--- src/rtl/hazard_ctrl_if.sv ---
// hazard_ctrl_if: operand/hazard bus between the pipeline and the hazard controller.
//   D_rs/D_rt        D-stage source register addresses
//   D_rs/rt_tuse     cycles until each source is consumed (3 = unused)
//   D_md             D instruction touches HI/LO or is mult/div
//   E_wa/E_tnew      E-stage destination and result readiness
//   M_wa/M_tnew      M-stage destination and result readiness
//   E_md_start/div   mult/div issue pulse in E and its kind (1 = div)
//   PCE_F/DE_D       fetch PC enable and F/D register enable
//   FLUSH_E          D/E register clear (bubble insert)
//   md_busy          mult/div unit busy
// master = pipeline side, slave = hazard controller.
interface hazard_ctrl_if;
   logic [4:0] D_rs;
   logic [4:0] D_rt;
   logic [1:0] D_rs_tuse;
   logic [1:0] D_rt_tuse;
   logic       D_md;
   logic [4:0] E_wa;
   logic [1:0] E_tnew;
   logic [4:0] M_wa;
   logic [1:0] M_tnew;
   logic       E_md_start;
   logic       E_md_div;
   logic       PCE_F;
   logic       DE_D;
   logic       FLUSH_E;
   logic       md_busy;

   modport master (
      output D_rs, D_rt, D_rs_tuse, D_rt_tuse, D_md,
      output E_wa, E_tnew, M_wa, M_tnew, E_md_start, E_md_div,
      input  PCE_F, DE_D, FLUSH_E, md_busy
   );

   modport slave (
      input  D_rs, D_rt, D_rs_tuse, D_rt_tuse, D_md,
      input  E_wa, E_tnew, M_wa, M_tnew, E_md_start, E_md_div,
      output PCE_F, DE_D, FLUSH_E, md_busy
   );
endinterface

--- src/rtl/hazard_ctrl.sv ---
// hazard_ctrl: stall/flush controller for the 5-stage core.
//   Compares D-stage sources (Tuse) against E/M destinations (Tnew), tracks the
//   multi-cycle mult/div unit with a busy countdown, and counts stalled cycles.
// Ports:
//   clk        system clock (rising edge)
//   reset      synchronous, active-high
//   bus        hazard_ctrl_if.slave (operand addresses, Tuse/Tnew, md control,
//              PCE_F / DE_D / FLUSH_E / md_busy outputs)
//   stall_cnt  saturating count of stalled cycles (CNT_W bits)
module hazard_ctrl #(
   parameter int unsigned MULT_LAT = 5,
   parameter int unsigned DIV_LAT  = 10,
   parameter int unsigned CNT_W    = 32
) (
   input  logic             clk,
   input  logic             reset,
   hazard_ctrl_if.slave     bus,
   output logic [CNT_W-1:0] stall_cnt
);

   localparam int unsigned MAX_LAT = (MULT_LAT > DIV_LAT) ? MULT_LAT : DIV_LAT;
   localparam int unsigned RAW_W   = $clog2(MAX_LAT + 1);
   localparam int unsigned MD_W    = (RAW_W < 4) ? 4 : RAW_W;

   typedef enum logic {IDLE, BUSY} md_state_t;

   md_state_t       state_q, state_d;
   logic [MD_W-1:0] md_cnt_q, md_cnt_d;
   logic            md_busy;
   logic            stall_rs, stall_rt, stall_md, stall;

   // md FSM: state + countdown register
   always_ff @(posedge clk) begin
      if (reset) begin
         state_q  <= IDLE;
         md_cnt_q <= '0;
      end else begin
         state_q  <= state_d;
         md_cnt_q <= md_cnt_d;
      end
   end

   // A start while BUSY is ignored; the countdown is not reloaded.
   always_comb begin
      state_d  = state_q;
      md_cnt_d = md_cnt_q;
      unique case (state_q)
         IDLE: begin
            if (bus.E_md_start) begin
               state_d  = BUSY;
               md_cnt_d = bus.E_md_div ? MD_W'(DIV_LAT) : MD_W'(MULT_LAT);
            end
         end
         BUSY: begin
            if (md_cnt_q == MD_W'(1)) begin
               state_d  = IDLE;
               md_cnt_d = '0;
            end else begin
               md_cnt_d = md_cnt_q - MD_W'(1);
            end
         end
         default: begin
            state_d  = IDLE;
            md_cnt_d = '0;
         end
      endcase
   end

   // Hazard detection; a Tnew of 0 can never exceed any Tuse, so it never stalls.
   always_comb begin
      md_busy  = (state_q == BUSY);
      stall_rs = (bus.D_rs != 5'd0) &&
                 (((bus.D_rs == bus.E_wa) && (bus.E_tnew > bus.D_rs_tuse)) ||
                  ((bus.D_rs == bus.M_wa) && (bus.M_tnew > bus.D_rs_tuse)));
      stall_rt = (bus.D_rt != 5'd0) &&
                 (((bus.D_rt == bus.E_wa) && (bus.E_tnew > bus.D_rt_tuse)) ||
                  ((bus.D_rt == bus.M_wa) && (bus.M_tnew > bus.D_rt_tuse)));
      // The issuing cycle itself also blocks a dependent md instruction.
      stall_md = bus.D_md && (md_busy || bus.E_md_start);
      stall    = stall_rs || stall_rt || stall_md;

      bus.md_busy = md_busy;
      bus.PCE_F   = ~stall;
      bus.DE_D    = ~stall;
      bus.FLUSH_E = stall;
   end

   // Saturating stall profiler
   always_ff @(posedge clk) begin
      if (reset) begin
         stall_cnt <= '0;
      end else if (stall && (stall_cnt != '1)) begin
         stall_cnt <= stall_cnt + CNT_W'(1);
      end
   end

endmodule
--- src/flat_wrapper.sv ---
// flat-port wrapper written by rule: the top's interface ports become plain ports
module hazard_ctrl_flat 
#(
   parameter int unsigned MULT_LAT = 5,
   parameter int unsigned DIV_LAT  = 10,
   parameter int unsigned CNT_W    = 32
)
  (clk, reset, stall_cnt, bus_D_rs, bus_D_rt, bus_D_rs_tuse, bus_D_rt_tuse, bus_D_md, bus_E_wa, bus_E_tnew, bus_M_wa, bus_M_tnew, bus_E_md_start, bus_E_md_div, bus_PCE_F, bus_DE_D, bus_FLUSH_E, bus_md_busy);
  hazard_ctrl_if bus_i ();
  input  logic clk;
  input  logic reset;
  output logic [CNT_W-1:0] stall_cnt;
  input wire logic [$bits(bus_i.D_rs)-1:0] bus_D_rs;
  input wire logic [$bits(bus_i.D_rt)-1:0] bus_D_rt;
  input wire logic [$bits(bus_i.D_rs_tuse)-1:0] bus_D_rs_tuse;
  input wire logic [$bits(bus_i.D_rt_tuse)-1:0] bus_D_rt_tuse;
  input wire logic [$bits(bus_i.D_md)-1:0] bus_D_md;
  input wire logic [$bits(bus_i.E_wa)-1:0] bus_E_wa;
  input wire logic [$bits(bus_i.E_tnew)-1:0] bus_E_tnew;
  input wire logic [$bits(bus_i.M_wa)-1:0] bus_M_wa;
  input wire logic [$bits(bus_i.M_tnew)-1:0] bus_M_tnew;
  input wire logic [$bits(bus_i.E_md_start)-1:0] bus_E_md_start;
  input wire logic [$bits(bus_i.E_md_div)-1:0] bus_E_md_div;
  output wire logic [$bits(bus_i.PCE_F)-1:0] bus_PCE_F;
  output wire logic [$bits(bus_i.DE_D)-1:0] bus_DE_D;
  output wire logic [$bits(bus_i.FLUSH_E)-1:0] bus_FLUSH_E;
  output wire logic [$bits(bus_i.md_busy)-1:0] bus_md_busy;
  assign bus_i.D_rs = bus_D_rs;
  assign bus_i.D_rt = bus_D_rt;
  assign bus_i.D_rs_tuse = bus_D_rs_tuse;
  assign bus_i.D_rt_tuse = bus_D_rt_tuse;
  assign bus_i.D_md = bus_D_md;
  assign bus_i.E_wa = bus_E_wa;
  assign bus_i.E_tnew = bus_E_tnew;
  assign bus_i.M_wa = bus_M_wa;
  assign bus_i.M_tnew = bus_M_tnew;
  assign bus_i.E_md_start = bus_E_md_start;
  assign bus_i.E_md_div = bus_E_md_div;
  assign bus_PCE_F = bus_i.PCE_F;
  assign bus_DE_D = bus_i.DE_D;
  assign bus_FLUSH_E = bus_i.FLUSH_E;
  assign bus_md_busy = bus_i.md_busy;
  hazard_ctrl #(.MULT_LAT(MULT_LAT), .DIV_LAT(DIV_LAT), .CNT_W(CNT_W)) u_core (.clk(clk), .reset(reset), .bus(bus_i), .stall_cnt(stall_cnt));
endmodule
--- config.mk ---
export PLATFORM = sky130hd
export DESIGN_NAME = hazard_ctrl_flat
export DESIGN_NICKNAME = d
export VERILOG_FILES = /design/src/rtl/hazard_ctrl_if.sv /design/src/rtl/hazard_ctrl.sv /design/src/flat_wrapper.sv
export SDC_FILE = /design/constraint.sdc
export NUM_CORES = 1
export LEC_CHECK = 0
export BUFFER_PORTS_ARGS = -buffer_cell sky130_fd_sc_hd__buf_2
export CORE_MARGIN = 8
export CORE_UTILIZATION = 52
export DETAILED_ROUTE_END_ITERATION = 10
export HOLD_SLACK_MARGIN = 0.06
export PLACE_DENSITY = 0.81
export SLEW_MARGIN = 0
export SYNTH_ARGS = -nofsm -noshare
export SYNTH_HDL_FRONTEND = slang
export SYNTH_SLANG_ARGS = --single-unit
--- constraint.sdc ---
create_clock -name clk -period 4.2 [get_ports clk]
set_input_delay 1.26 -clock clk [delete_from_list [all_inputs] [get_ports clk]]
set_output_delay 1.26 -clock clk [all_outputs]
set_load 0.03 [all_outputs]
Word level (Yosys, flattened, before mapping)
Cells that the tools add are included.
{"block": "word_totals", "reg_bits": 37, "inputBits": 33, "out_inout_bits": 36, "wordCells": 40}
{"block": "op_classes", "n_addsub": 2, "n_lt_le_gt_ge": 4, "eq_ne": 7, "mux": 7, "bitwise_logic": 2, "reduce_logical": 15}
{"op": "$add A32 B1 Y32 const B", "count": 1}
{"op": "$ne A32 B32 Y1 const B", "count": 1}
{"op": "$eq A5 B5 Y1", "count": 4}
{"op": "$mux W4", "count": 3}
{"op": "$reduce_bool A5 Y1", "count": 2}
{"op": "$gt A2 B2 Y1", "count": 4}
{"op": "$logic_and A1 B1 Y1", "count": 8}
{"op": "$pmux W4 S2", "count": 1}
{"op": "$logic_or A1 B1 Y1", "count": 5}
{"op": "$eq A4 B1 Y1 const B", "count": 1}
{"op": "$sub A4 B1 Y4 const B", "count": 1}
{"op": "$mux W1", "count": 2}
{"op": "$ne A2 B2 Y1 const B", "count": 1}
{"op": "$not A1 Y1", "count": 2}
{"op": "$pmux W1 S2", "count": 1}

Longest topological paths before layout
Gate-level depths: netlist (run 1).
{"block": "logic_depth", "word_depth": 7, "ltp_mapped": 12, "mapped_depth_nobuf": 10}

Worst setup path after synthesis (run 1)
Ideal clock, no wire load.
{"block": "synth_path", "kind": "input -> output", "from": "input bus_D_rt_tuse[1]", "to": "output bus_PCE_F", "arrival_time_ns": 2.838, "setup_slack_ns": 0.102, "path_stages": 10, "path_buffers": 3, "path_cell_list": "inv_1 -> ha_1 -> nor2b_1 -> o21ai_0 -> a2111oi_2 -> o22ai_1 -> and3_1 -> buf_6 -> buf_2 -> buf_4"}
{"block": "synth_via", "elab_chain_cells": 7, "word_cells_on_any_way": 9, "classes_between": "2 x order compare; 1 x bitwise; 6 x reduce/logical"}
{"item": "start: declaration", "line_no": "flat_wrapper.sv:16", "text": "input wire logic [$bits(bus_i.D_rt_tuse)-1:0] bus_D_rt_tuse;"}
{"item": "$gt A2 B2 Y1, on equally long branches", "line_no": "hazard_ctrl.sv:76, hazard_ctrl.sv:77"}
{"item": "$logic_and A1 B1 Y1, on equally long branches", "line_no": "hazard_ctrl.sv:76, hazard_ctrl.sv:77"}
{"item": "$logic_or A1 B1 Y1 *", "line_no": "hazard_ctrl.sv:76", "text": "(((bus.D_rt == bus.E_wa) && (bus.E_tnew > bus.D_rt_tuse)) ||"}
{"item": "$logic_and A1 B1 Y1 *", "line_no": "hazard_ctrl.sv:75", "text": "stall_rt = (bus.D_rt != 5'd0) &&"}
{"item": "$logic_or A1 B1 Y1 * (2 in series)", "line_no": "hazard_ctrl.sv:80", "text": "stall = stall_rs || stall_rt || stall_md;"}
{"item": "$not A1 Y1 *"}
{"item": "end: declaration", "line_no": "flat_wrapper.sv:24", "text": "output wire logic [$bits(bus_i.PCE_F)-1:0] bus_PCE_F;"}
Every way passes the cells marked *; elsewhere a longest branch is shown, timed or not.

Worst setup path in the final report (run 1)
{"block": "layout_path", "from": "input bus_M_tnew[0]", "to": "output bus_FLUSH_E"}
{"block": "layout_via", "elab_chain_cells": 6, "word_cells_on_any_way": 10, "classes_between": "2 x order compare; 8 x reduce/logical"}
{"item": "start: declaration", "line_no": "flat_wrapper.sv:21", "text": "input wire logic [$bits(bus_i.M_tnew)-1:0] bus_M_tnew;"}
{"item": "$gt A2 B2 Y1, on equally long branches", "line_no": "hazard_ctrl.sv:74, hazard_ctrl.sv:77"}
{"item": "$logic_and A1 B1 Y1, on equally long branches", "line_no": "hazard_ctrl.sv:74, hazard_ctrl.sv:77"}
{"item": "$logic_or A1 B1 Y1, on equally long branches", "line_no": "hazard_ctrl.sv:73, hazard_ctrl.sv:76"}
{"item": "$logic_and A1 B1 Y1, on equally long branches", "line_no": "hazard_ctrl.sv:72, hazard_ctrl.sv:75"}
{"item": "$logic_or A1 B1 Y1 * (2 in series)", "line_no": "hazard_ctrl.sv:80"}
{"item": "end: declaration", "line_no": "flat_wrapper.sv:26", "text": "output wire logic [$bits(bus_i.FLUSH_E)-1:0] bus_FLUSH_E;"}
Marks and branches as above.

==> results.rst, run 1 <==
.. list-table::
   :header-rows: 1

   * - Metric
     - Value
   * - Run status
     - finished clean
   * - Largest net degree at the start of global routing
     - 38
   * - Residual DRC
     - 0
   * - Placed wire-length estimate after detailed placement
     - 4510 um
   * - Path depth of the worst reg2reg path
     - 8
   * - Slew HR
     - 56.7%
   * - Number of buffers inserted by post-CTS setup repair
     - 0
   * - Power density of the placed cells
     - 269 nW/um^2
   * - Synth Area in Compound Gates
     - 5.37%
   * - Antenna-violating nets left
     - 0
   * - Final #Nets
     - 391
   * - Tot GR Track Use
     - 16.6%
   * - Share of flip-flops with an asynchronous set or reset
     - 0%
   * - Dominant cell type by count on the critical path
     - inv_1
   * - Capturing point of the worst reg2reg path
     - u_core.stall_cnt[10]$_SDFFE_PP0P_
   * - Predominant post-synthesis flop cell
     - dfxtp_1
   * - Critical Path Slowest Stage Cell
     - nor4_2
   * - Initial core utilization
     - 52.9%
   * - Number of H-tree branching levels
     - 2
   * - Max-cap violation count
     - 0
   * - Max Clk Rate
     - 0.246 GHz
   * - TritonCTS Buffers
     - 5
   * - Final wirelength
     - 6170 um
   * - Number of antenna diodes
     - 0
   * - Floorplan row count
     - 25
   * - Number of antenna violations at the first check in global routing
     - 0
   * - Cells after synthesis
     - 286
   * - Count of fill cells added during filler insertion
     - 415
   * - Sequential share of the synthesized area
     - 30.3%
   * - CP startpoint kind
     - input pin
   * - Share of cell area taken by muxes after synthesis
     - 0%
   * - Xor/xnor share of the synthesized area
     - 17.9%
   * - Hold violation count in the final report
     - 0
   * - Cell Area, Synth
     - 2450 um^2
   * - Initial detailed-routing violation count
     - 123
   * - Final setup vio count
     - 0
   * - Main combinational cell family by area after synthesis
     - simple AND/OR/NAND/NOR gates
   * - Yosys warns
     - 0
   * - Capture point of the worst path
     - bus_FLUSH_E
   * - Number of enable flip-flop cells after synthesis
     - 0
   * - Routability-driven placement congestion ratio
     - 0.883
   * - Vias in the first global route
     - 2,171
   * - Crit-path max cell delay
     - 320 ps
   * - Final Slew Violations
     - 0
   * - Final period demand of the worst path
     - 4070 ps
   * - CTS tree
     - yes
   * - Total iterations of the first detailed-routing run
     - 4
   * - Hold/Removal Path Class
     - reg2reg
   * - Share of synthesized cell area in and, or, nand and nor gates
     - 33.8%
   * - Height of the die
     - 84.6 um
   * - Num ports
     - 69
   * - Total Die Area
     - 7160 um^2
   * - Adder-cell share of the synthesized area
     - 5.62%
   * - Fraction of final layout cells with drive strength greater than 1
     - 28.4%
   * - Clock sinks
     - 37
   * - Synthesized net count
     - 330
   * - Register bit count reported by yosys
     - 37
   * - First-pass GRT wire length
     - 9830 um
   * - Core ar.
     - 4630 um^2
   * - Worst IR Drop VDD
     - 0.199 mV
   * - Clock-pin transition on the worst setup and hold timing paths
     - 70 ps
   * - Chain of cells forming the critical path
     - buf_2 > inv_1 > ha_1 > nand2_1 > nand4_1 > nor4_2 > o22ai_1 > and3_2 > inv_1 > clkbuf_4
   * - Cell area after layout
     - 2880 um^2
   * - Overall overflow remaining after global route
     - 0
   * - Via count
     - 2,233
   * - Ratio of final minimum period to clock period
     - 96.8%
   * - Mean post-synth cell area
     - 8.56 um^2
   * - Hold buffer count at CTS
     - 0
   * - Max Buffers Root-to-Sink
     - 2
   * - Final-layout worst hold slack
     - 532 ps
   * - Measured slew at the worst slew-check pin
     - 649 ps
   * - Endpoint type of the worst setup path
     - primary output
   * - Root cell of the clock tree
     - clkbuf_8
   * - Total cell area at the placement stage
     - 2760 um^2
   * - Reg2Reg Launch Point
     - u_core.stall_cnt[0]$_SDFFE_PP0P_
   * - Library cells used by synthesis
     - 41
   * - Via density per instance
     - 5.55
   * - Data required time of the worst path
     - 2940 ps
   * - Chip width
     - 84.6 um
   * - Routed wire length per instance
     - 15.4 um
   * - Worst-path fanout max
     - 4
   * - Worst-case register-to-register setup slack
     - 1740 ps
   * - Layout Utilization
     - 62.2%
   * - Setup clock skew after layout
     - 6.58 ps
   * - Critical path class
     - in2out
   * - Launching element of the worst setup path
     - bus_M_tnew[0]
   * - Port Buf Inserts
     - 68
   * - Cell leakage power
     - 1.16 nW
   * - Arrival time at the worst endpoint
     - 2810 ps
   * - Area overhead of the layout relative to synthesis
     - 17.7%
   * - Resized cells post-CTS
     - 0
   * - Clock Latency Late Sink
     - 280 ps
[cell type report]
class                           count  area [um^2]  area share [%]
Inverter                           14         52.6            1.82
Tap cell                           54         67.6            2.34
Clock inverter                      1         5.00           0.174
Sequential cell                    37          741            25.7
Timing Repair Buffer               71          365            12.7
Clock buffer                        7         96.3            3.34
Multi-Input combinational cell    218         1550            53.9
[cells by family after synthesis]
kind of cell	Yosys count
flip-flops	37
buffers and inverters	31
adder cells (fa/ha/maj)	11
AO/OA/AOI/OAI	21
XOR/XNOR	50
AND/OR/NAND/NOR	136
[synth_stat cells, types with 4 or more instances]
master	number	share of area (%)
a21oi_1	10	2.0
ha_1	11	5.6
dfxtp_1	37	30
buf_6	4	1.8
and4_1	4	1.4
nand2_1	9	1.4
xnor2_1	43	15
nor3_1	19	3.9
nand3_1	9	1.8
nor4_2	5	2.6
inv_1	14	2.1
nand4_1	14	3.6
nor2_1	46	7.1
nor4b_2	4	2.5
and3_1	4	1.0
clkbuf_1	8	1.2
xor2_1	7	2.5
[registers in the layout (all words and copies together) (netlist names)]
| name | count |
|---|---|
| u_core.stall_cnt | 32 |
| u_core.bus.md_busy | 1 |
| u_core.md_cnt_q | 4 |
[placed cells by master (no fill, tap or decap), drive strengths merged, types with 3 or more instances in the layout]
| cell | n |
|---|---|
| and3 | 4 |
| nand3 | 9 |
| nand4 | 15 |
| o21ai | 3 |
| nor3b | 3 |
| dfxtp | 37 |
| buf | 70 |
| a211oi | 3 |
| nor2 | 46 |
| clkbuf | 8 |
| nor3 | 19 |
| nor4 | 9 |
| xnor2 | 43 |
| ha | 11 |
| nand2 | 9 |
| xor2 | 7 |
| nor4b | 5 |
| inv | 14 |
| a21oi | 10 |
| and2 | 4 |
| and4 | 4 |
[layer usage]
| layer | global-route usage, % | up-vias | wire [um] |
|---|---|---|---|
| li1 | - | 1112 | - |
| met4 | 6.15 | 0 | 88 |
| met3 | 5.07 | 10 | 303 |
| met1 | 18.6 | 1055 | 2630 |
| met2 | 28.6 | 56 | 3150 |
| met5 | 0 | - | 0 |
[critical path: cells and delay by family]
| kind | cells | cell delay, ps |
|---|---|---|
| AO/OA/AOI/OAI | 1 | 100 |
| adder cells (fa/ha/maj) | 1 | 290 |
| buffers and inverters | 4 | 380 |
| AND/OR/NAND/NOR | 4 | 770 |
[worst min-delay path by stage]
stage | start | to | slack, ps | cells after the start
after floorplan | u_core.md_cnt_q[2]$_SDFFE_PP0N_ | u_core.md_cnt_q[2]$_SDFFE_PP0N_ | 500 | 2
after global routing | u_core.stall_cnt[24]$_SDFFE_PP0P_ | u_core.stall_cnt[24]$_SDFFE_PP0P_ | 560 | 2
final | u_core.stall_cnt[1]$_SDFFE_PP0P_ | u_core.stall_cnt[1]$_SDFFE_PP0P_ | 530 | 2
after global placement | u_core.stall_cnt[20]$_SDFFE_PP0P_ | u_core.stall_cnt[20]$_SDFFE_PP0P_ | 510 | 2
after CTS | u_core.stall_cnt[1]$_SDFFE_PP0P_ | u_core.stall_cnt[1]$_SDFFE_PP0P_ | 540 | 2
after detailed placement | u_core.stall_cnt[1]$_SDFFE_PP0P_ | u_core.stall_cnt[1]$_SDFFE_PP0P_ | 530 | 2
[power by group]
group | switching [mW] | internal (mW) | leakage [nW]
clock | 0.121 | 0.148 | 0.0542
sequential | 0.00983 | 0.358 | 0.299
combinational | 0.0849 | 0.0540 | 0.808
total | 0.215 | 0.560 | 1.16
[per-stage QoR]
stage	TNS, ps	power [mW]	worst slack (ps)	std cells
2_1_floorplan	0	0.472	102	286
3_3_place_gp	0	0.504	187	394
3_5_place_dp	0	0.509	121	394
4_1_cts	0	0.780	108	402
5_1_grt	-21.2	0.819	-21.2	402
6_report	0	0.776	135	402
(Power assumes the default switching activity.)
==> run 2: changes to the inputs <==
- BUFFER_PORTS_ARGS: -buffer_cell sky130_fd_sc_hd__buf_2 -> -buffer_cell sky130_fd_sc_hd__buf_4
==> run 2 against run 1 <==
Against the previous run:
- non-clock buffer count is 2 higher
- critical endpoint unchanged
- routed wire length increased by 1.1%
- cell area increased by 7.1%
==> results.rst, run 2 (synthesis results as in run 1) <==
.. list-table::
   :header-rows: 1

   * - Metric
     - Value
   * - Run status
     - finished clean (unchanged)
   * - Number of antenna diodes
     - 0 (unchanged)
   * - Power density of the placed cells
     - 290 nW/um^2 (was 269 nW/um^2)
   * - CP startpoint kind
     - input pin (unchanged)
   * - Critical path class
     - in2out (unchanged)
   * - Core ar.
     - 4630 um^2 (unchanged)
   * - Vias in the first global route
     - 2,215 (was 2,171)
   * - Launching element of the worst setup path
     - bus_M_tnew[1] (was bus_M_tnew[0])
   * - Max reg flops
     - 32 (unchanged)
   * - Worst IR Drop VDD
     - 0.261 mV (was 0.199 mV)
   * - Arrival time at the worst endpoint
     - 2810 ps (about the same)
   * - Number of antenna violations at the first check in global routing
     - 0 (unchanged)
   * - Via count
     - 2,231 (was 2,233)
   * - Setup clock skew after layout
     - 10.4 ps (was 6.58 ps)
   * - Antenna-violating nets left
     - 0 (unchanged)
   * - Initial detailed-routing violation count
     - 113 (was 123)
   * - Tot GR Track Use
     - 17.5% (was 16.6%)
   * - Routed wire length per instance
     - 15.4 um (about the same)
   * - Ratio of final minimum period to clock period
     - 96.8% (about the same)
   * - Num ports
     - 69 (unchanged)
   * - Root cell of the clock tree
     - clkbuf_8 (unchanged)
   * - Total iterations of the first detailed-routing run
     - 4 (unchanged)
   * - Area overhead of the layout relative to synthesis
     - 26.1% (was 17.7%)
   * - Number of buffers inserted by post-CTS setup repair
     - 0 (unchanged)
   * - Max Clk Rate
     - 0.246 GHz (about the same)
   * - Final setup vio count
     - 0 (unchanged)
   * - Number of H-tree branching levels
     - 2 (unchanged)
   * - Final wirelength
     - 6240 um (was 6170 um)
   * - Hold violation count in the final report
     - 0 (unchanged)
   * - Final Slew Violations
     - 0 (unchanged)
   * - Fraction of final layout cells with drive strength greater than 1
     - 28.0% (was 28.4%)
   * - Floorplan row count
     - 25 (unchanged)
   * - Critical Path Slowest Stage Cell
     - nor4_1 (was nor4_2)
   * - Largest net degree at the start of global routing
     - 38 (unchanged)
   * - Total Die Area
     - 7160 um^2 (unchanged)
   * - Most common cell after layout, fill and taps aside
     - buf_4 (was buf_2)
   * - Largest register by flop count
     - u_core.stall_cnt (unchanged)
   * - Data required time of the worst path
     - 2940 ps (about the same)
   * - Number of standard cells in the layout, taps in and fillers out
     - 404 (was 402)
   * - Initial core utilization
     - 52.9% (unchanged)
   * - Overall overflow remaining after global route
     - 0 (unchanged)
   * - Dominant cell type by count on the critical path
     - buf_4 (was inv_1)
   * - Placed wire-length estimate after detailed placement
     - 4630 um (was 4510 um)
   * - Clock sinks
     - 37 (unchanged)
   * - Path depth of the worst reg2reg path
     - 8 (unchanged)
   * - Unrepaired setup endpoints after global routing
     - no
   * - Placed Cells incl. Taps
     - 396 (was 394)
   * - Slew HR
     - 63.4% (was 56.7%)
   * - Clock Latency Late Sink
     - 300 ps (was 280 ps)
   * - Clock-pin transition on the worst setup and hold timing paths
     - 80 ps (was 70 ps)
   * - Height of the die
     - 84.6 um (unchanged)
   * - Port Buf Inserts
     - 68 (unchanged)
   * - Chip width
     - 84.6 um (unchanged)
   * - HP Start
     - u_core.md_cnt_q[2]$_SDFFE_PP0N_ (was u_core.stall_cnt[1]$_SDFFE_PP0P_)
   * - TritonCTS Buffers
     - 5 (unchanged)
   * - Worst-case register-to-register setup slack
     - 1710 ps (was 1740 ps)
   * - Routability-driven placement congestion ratio
     - 0.923 (was 0.883)
   * - Chain of cells forming the critical path
     - buf_4 > ha_1 > nand2_1 > nand4_1 > nor4_1 > o22ai_1 > and3_1 > inv_1 > buf_4 (was buf_2 > inv_1 > ha_1 > nand2_1 > nand4_1 > nor4_2 > o22ai_1 > and3_2 > inv_1 > clkbuf_4)
   * - Measured slew at the worst slew-check pin
     - 547 ps (was 649 ps)
   * - Max Buffers Root-to-Sink
     - 2 (unchanged)
   * - Capture point of the worst path
     - bus_FLUSH_E (unchanged)
   * - Resized cells post-CTS
     - 0 (unchanged)
   * - Top library cells by usage in the layout, fill and taps aside
     - 73 x buf_4, 46 x nor2_1, 43 x xnor2_1 (was 67 x buf_2, 46 x nor2_1, 43 x xnor2_1)
   * - First-pass GRT wire length
     - 10,400 um (was 9830 um)
   * - Endpoint type of the worst setup path
     - primary output (unchanged)
   * - CTS tree
     - yes (unchanged)
   * - Final period demand of the worst path
     - 4070 ps (about the same)
   * - Summed negative setup slack over all endpoints
     - 0 ps (unchanged)
   * - Hold buffer count at CTS
     - 0 (unchanged)
   * - Final #Nets
     - 393 (was 391)
   * - Residual DRC
     - 0 (unchanged)
   * - Cell leakage power
     - 1.21 nW (was 1.16 nW)
   * - Max-cap violation count
     - 0 (unchanged)
   * - Worst-path fanout max
     - 6 (was 4)
   * - Crit-path max cell delay
     - 320 ps (about the same)
   * - Via density per instance
     - 5.52 (was 5.55)
   * - Hold/Removal Path Class
     - reg2reg (unchanged)
   * - Reg2Reg Launch Point
     - u_core.stall_cnt[0]$_SDFFE_PP0P_ (unchanged)
   * - Capturing point of the worst reg2reg path
     - u_core.stall_cnt[29]$_SDFFE_PP0P_ (was u_core.stall_cnt[10]$_SDFFE_PP0P_)
run 2: cell count changes in the layout (fill, tap and decap cells not counted):
cell / change
clkbuf_8: -2
and3_1: +1
clkinv_2: -1
nor4_1: +2
bufinv_16: +2
clkbuf_4: -1
buf_2: -67
nor4_2: -2
inv_6: +1
buf_4: +70
and3_2: -1
run 2: worst min-delay path by stage:
stage / to / cells after the start
floorplan: u_core.md_cnt_q[2]$_SDFFE_PP0N_ / 2
global placement: u_core.stall_cnt[20]$_SDFFE_PP0P_ / 2
detailed placement: u_core.stall_cnt[1]$_SDFFE_PP0P_ / 2
CTS: u_core.stall_cnt[1]$_SDFFE_PP0P_ / 2
global route: u_core.stall_cnt[24]$_SDFFE_PP0P_ / 2
finish: u_core.md_cnt_q[2]$_SDFFE_PP0N_ / 2
run 2: worst max-delay path, delay by kind of cell:
family,cells,cell delay (ps)
simple gates,4,780
buf+inv,3,350
fa+ha+maj,1,300
compound gates,1,120
run 2: layer usage:
layer  share of wire, %  global-route usage (%)  wire, um  up-vias
li1                   -                       -         -     1119
met1                 44                    20.4      2740     1051
met2                 50                    29.9      3100       49
met3                4.4                    4.59       273       12
met4                2.1                    6.80       128        0
met5                  0                       0         0        -
run 2: through the flow:
| stage | hold slack (ps) | power [mW] | setup WS [ps] | utilization, % | area [um^2] |
|---|---|---|---|---|---|
| floorplan | 498 | 0.472 | 102 | - | 2450 |
| global placement | 519 | 0.521 | 144 | 63.7 | 2950 |
| detailed placement | 532 | 0.525 | 135 | 63.7 | 2950 |
| CTS | 544 | 0.902 | 126 | 66.7 | 3090 |
| global route | 583 | 0.931 | 27.2 | 66.7 | 3090 |
| finish | 546 | 0.896 | 133 | 66.7 | 3090 |
run 2: power by group:
| part | internal [mW] | switching (mW) |
|---|---|---|
| Combinational | 0.0676 | 0.0814 |
| Sequential | 0.358 | 0.0104 |
| Clock | 0.239 | 0.139 |
run 2: layout make-up:
| cell class | instances | area, um^2 |
|---|---|---|
| clock inverter | 3 | 68.8 |
| clock buffer | 5 | 68.8 |
| fill | 416 | 1540 |
| inverter | 14 | 52.6 |
| sequential | 37 | 741 |
| timing repair buffer | 73 | 548 |
| tap | 54 | 67.6 |
| multi-input combinational | 218 | 1540 |
==> run 3: changes to the inputs <==
- GPL_TIMING_DRIVEN: default -> 0
==> run 3 against run 2 <==
Against the previous run:
- cell area increased by 0.61%
- first-iteration DRC count down 29%
- largest power group is now sequential cells
- routed wire length decreased by 4.1%
- highest routed layer unchanged
- non-clock buffer count up 10
- total power fell by 13%
- via count rose by 0.27%
- clock skew is 6.8 ps lower
==> results.rst, run 3 (synthesis results as in run 1) <==
.. list-table::
   :header-rows: 1

   * - Metric
     - Value
   * - Run status
     - finished clean (unchanged)
   * - Routed length on met1
     - 2490 um (was 2740 um)
   * - Total Die Area
     - 7160 um^2 (unchanged)
   * - Count of fill cells added during filler insertion
     - 386 (was 416)
   * - Number of H-tree branching levels
     - 2 (unchanged)
   * - TritonCTS Buffers
     - 5 (unchanged)
   * - Overall overflow remaining after global route
     - 0 (unchanged)
   * - Worst-path fanout max
     - 17 (was 6)
   * - Clock Latency Late Sink
     - 290 ps (was 300 ps)
   * - Port Buf Inserts
     - 67 (was 68)
   * - Tot GR Track Use
     - 16.9% (was 17.5%)
   * - Number of antenna diodes
     - 0 (unchanged)
   * - Number of buffer and inverter stages on the critical path
     - 4 (was 3)
   * - Clock-pin transition on the worst setup and hold timing paths
     - 60 ps (was 80 ps)
   * - Top routing layer in use
     - met4 (unchanged)
   * - Top library cells by usage in the layout, fill and taps aside
     - 69 x buf_4, 46 x nor2_1, 43 x xnor2_1 (was 73 x buf_4, 46 x nor2_1, 43 x xnor2_1)
   * - Number of antenna violations at the first check in global routing
     - 0 (unchanged)
   * - Final wirelength
     - 5980 um (was 6240 um)
   * - Data required time of the worst path
     - 2940 ps (about the same)
   * - Total met2 wirelength after detailed routing
     - 3130 um (was 3100 um)
   * - Endpoint type of the worst setup path
     - primary output (unchanged)
   * - Number of standard cells in the layout, taps in and fillers out
     - 413 (was 404)
   * - Initial core utilization
     - 52.9% (unchanged)
   * - Setup clock skew after layout
     - 3.52 ps (was 10.4 ps)
   * - Floorplan row count
     - 25 (unchanged)
   * - Largest register by flop count
     - u_core.stall_cnt (unchanged)
   * - Final critical-path setup slack
     - 88.6 ps (was 133 ps)
   * - Vias in the first global route
     - 2,307 (was 2,215)
   * - Routed wire length per instance
     - 14.5 um (was 15.4 um)
   * - Ratio of final minimum period to clock period
     - 97.9% (was 96.8%)
   * - Critical Path Slowest Stage Cell
     - ha_1 (was nor4_1)
   * - Via density per instance
     - 5.42 (was 5.52)
   * - Max reg flops
     - 32 (unchanged)
   * - Final-layout worst hold slack
     - 537 ps (was 546 ps)
   * - Max Clk Rate
     - 0.243 GHz (was 0.246 GHz)
   * - Root cell of the clock tree
     - clkbuf_8 (unchanged)
   * - Final #Nets
     - 403 (was 393)
   * - Hold violation count in the final report
     - 0 (unchanged)
   * - Worst IR Drop VDD
     - 0.176 mV (was 0.261 mV)
   * - Num ports
     - 69 (unchanged)
   * - Crit-path max cell delay
     - 290 ps (was 320 ps)
   * - Clock sinks
     - 37 (unchanged)
   * - Largest net degree at the start of global routing
     - 18 (was 38)
   * - Final Slew Violations
     - 0 (unchanged)
   * - CTS tree
     - yes (unchanged)
   * - Worst-case register-to-register setup slack
     - 1700 ps (was 1710 ps)
   * - Chain of cells forming the critical path
     - buf_4 > ha_1 > nor2b_1 > o21ai_1 > a2111oi_2 > o22ai_1 > and3_1 > buf_6 > buf_4 > buf_4 (was buf_4 > ha_1 > nand2_1 > nand4_1 > nor4_1 > o22ai_1 > and3_1 > inv_1 > buf_4)
   * - Pre-CTS worst setup slack
     - -177 ps (was 135 ps)
   * - Critical path class
     - in2out (unchanged)
   * - Hold buffer count at CTS
     - 0 (unchanged)
   * - Via count
     - 2,237 (was 2,231)
   * - Power density of the placed cells
     - 250 nW/um^2 (was 290 nW/um^2)
   * - Max-cap violation count
     - 0 (unchanged)
   * - Height of the die
     - 84.6 um (unchanged)
   * - CP startpoint kind
     - input pin (unchanged)
   * - Most common cell after layout, fill and taps aside
     - buf_4 (unchanged)
   * - Arrival time at the worst endpoint
     - 2850 ps (was 2810 ps)
   * - First-pass GRT wire length
     - 10,100 um (was 10,400 um)
   * - Residual DRC
     - 0 (unchanged)
   * - Max Buffers Root-to-Sink
     - 2 (unchanged)
   * - Total met3 wirelength after detailed routing
     - 309 um (was 273 um)
   * - Placed Cells incl. Taps
     - 407 (was 396)
   * - Initial detailed-routing violation count
     - 80 (was 113)
   * - Final setup vio count
     - 0 (unchanged)
   * - Area overhead of the layout relative to synthesis
     - 26.9% (was 26.1%)
   * - Launching element of the worst setup path
     - bus_M_tnew[1] (unchanged)
   * - Total iterations of the first detailed-routing run
     - 4 (unchanged)
   * - HP Start
     - u_core.md_cnt_q[2]$_SDFFE_PP0N_ (unchanged)
   * - Number of buffers inserted by post-CTS setup repair
     - 0 (unchanged)
   * - Chip width
     - 84.6 um (unchanged)
   * - Placed wire-length estimate after detailed placement
     - 4820 um (was 4630 um)
   * - Antenna-violating nets left
     - 0 (unchanged)
   * - Family with the most delay on the worst path
     - buffers and inverters (was simple AND/OR/NAND/NOR gates)
   * - Measured slew at the worst slew-check pin
     - 550 ps (was 547 ps)
   * - Core ar.
     - 4630 um^2 (unchanged)
   * - Dominant cell type by count on the critical path
     - buf_4 (unchanged)
   * - Unrepaired setup endpoints after global routing
     - no (unchanged)
   * - Reg2Reg Launch Point
     - u_core.stall_cnt[0]$_SDFFE_PP0P_ (unchanged)
   * - Cell leakage power
     - 1.21 nW (about the same)
   * - Fraction of final layout cells with drive strength greater than 1
     - 27.0% (was 28.0%)
   * - Routability-driven placement congestion ratio
     - 0.905 (was 0.923)
   * - Slew HR
     - 63.4% (about the same)
   * - Final period demand of the worst path
     - 4110 ps (was 4070 ps)
   * - Hold/Removal Path Class
     - reg2reg (unchanged)
## run 3: changes by cell type in the layout (fill, tap and decap cells not counted), sizes merged
cell / delta
buf: +2
bufinv: -2
clkbuf: +10
inv: -1
## run 3: cell type report
cell class,instances,area (um^2),area share (%)
well taps,54,67.6,2.18
multi-input cells,218,1540,49.6
inverters,14,52.6,1.69
plain buffers,16,114,3.67
clock buffers,7,86.3,2.78
repair buffers,67,503,16.2
flip-flops and latches,37,741,23.9
## run 3: metal layers
layer	vias to the layer above	track usage, %
met1	1056	18.0
met5	-	0
li1	1139	-
met3	6	5.46
met4	0	4.69
met2	36	30.9
## run 3: final timing paths
check	cells after the start	endpoint
hold reg to reg	2	u_core.md_cnt_q[2]$_SDFFE_PP0N_
setup / recovery	10	bus_PCE_F
setup reg to reg	9	u_core.stall_cnt[31]$_SDFFE_PP0P_
hold / removal	2	u_core.md_cnt_q[2]$_SDFFE_PP0N_
## run 3: timing repair
| action | 4_1_cts | 5_1_grt |
|---|---|---|
| gates resized for setup | 0 | 2 |
| endpoints found under the setup margin | 3 | 1 |
| pin swaps | 2 | 1 |
## run 3: through the flow
step | instance area [um^2] | power, mW | setup TNS, ps | utilization (%)
2_1_floorplan | 2450 | 0.472 | 0 | -
3_3_place_gp | 3020 | 0.528 | -219 | 65.2
3_5_place_dp | 3020 | 0.533 | -327 | 65.2
4_1_cts | 3100 | 0.779 | 0 | 66.9
5_1_grt | 3110 | 0.809 | 0 | 67.1
6_report | 3110 | 0.776 | 0 | 67.1
## run 3: worst reg2reg max path: cells and delay by family, from the launching register on
kind / cells / cell delay (ps)
XOR/XNOR: 1 / 160
AND/OR/NAND/NOR: 5 / 1140
adder cells (fa/ha/maj): 1 / 210
flip-flops: 1 / 410
buffers and inverters: 2 / 460
## run 3: report_power, final
group | switching, mW | leakage, nW | total, mW | internal, mW
Sequential | 0.00804 | 0.299 | 0.366 | 0.358
Clock | 0.120 | 0.0443 | 0.251 | 0.130
Combinational | 0.0855 | 0.870 | 0.159 | 0.0734
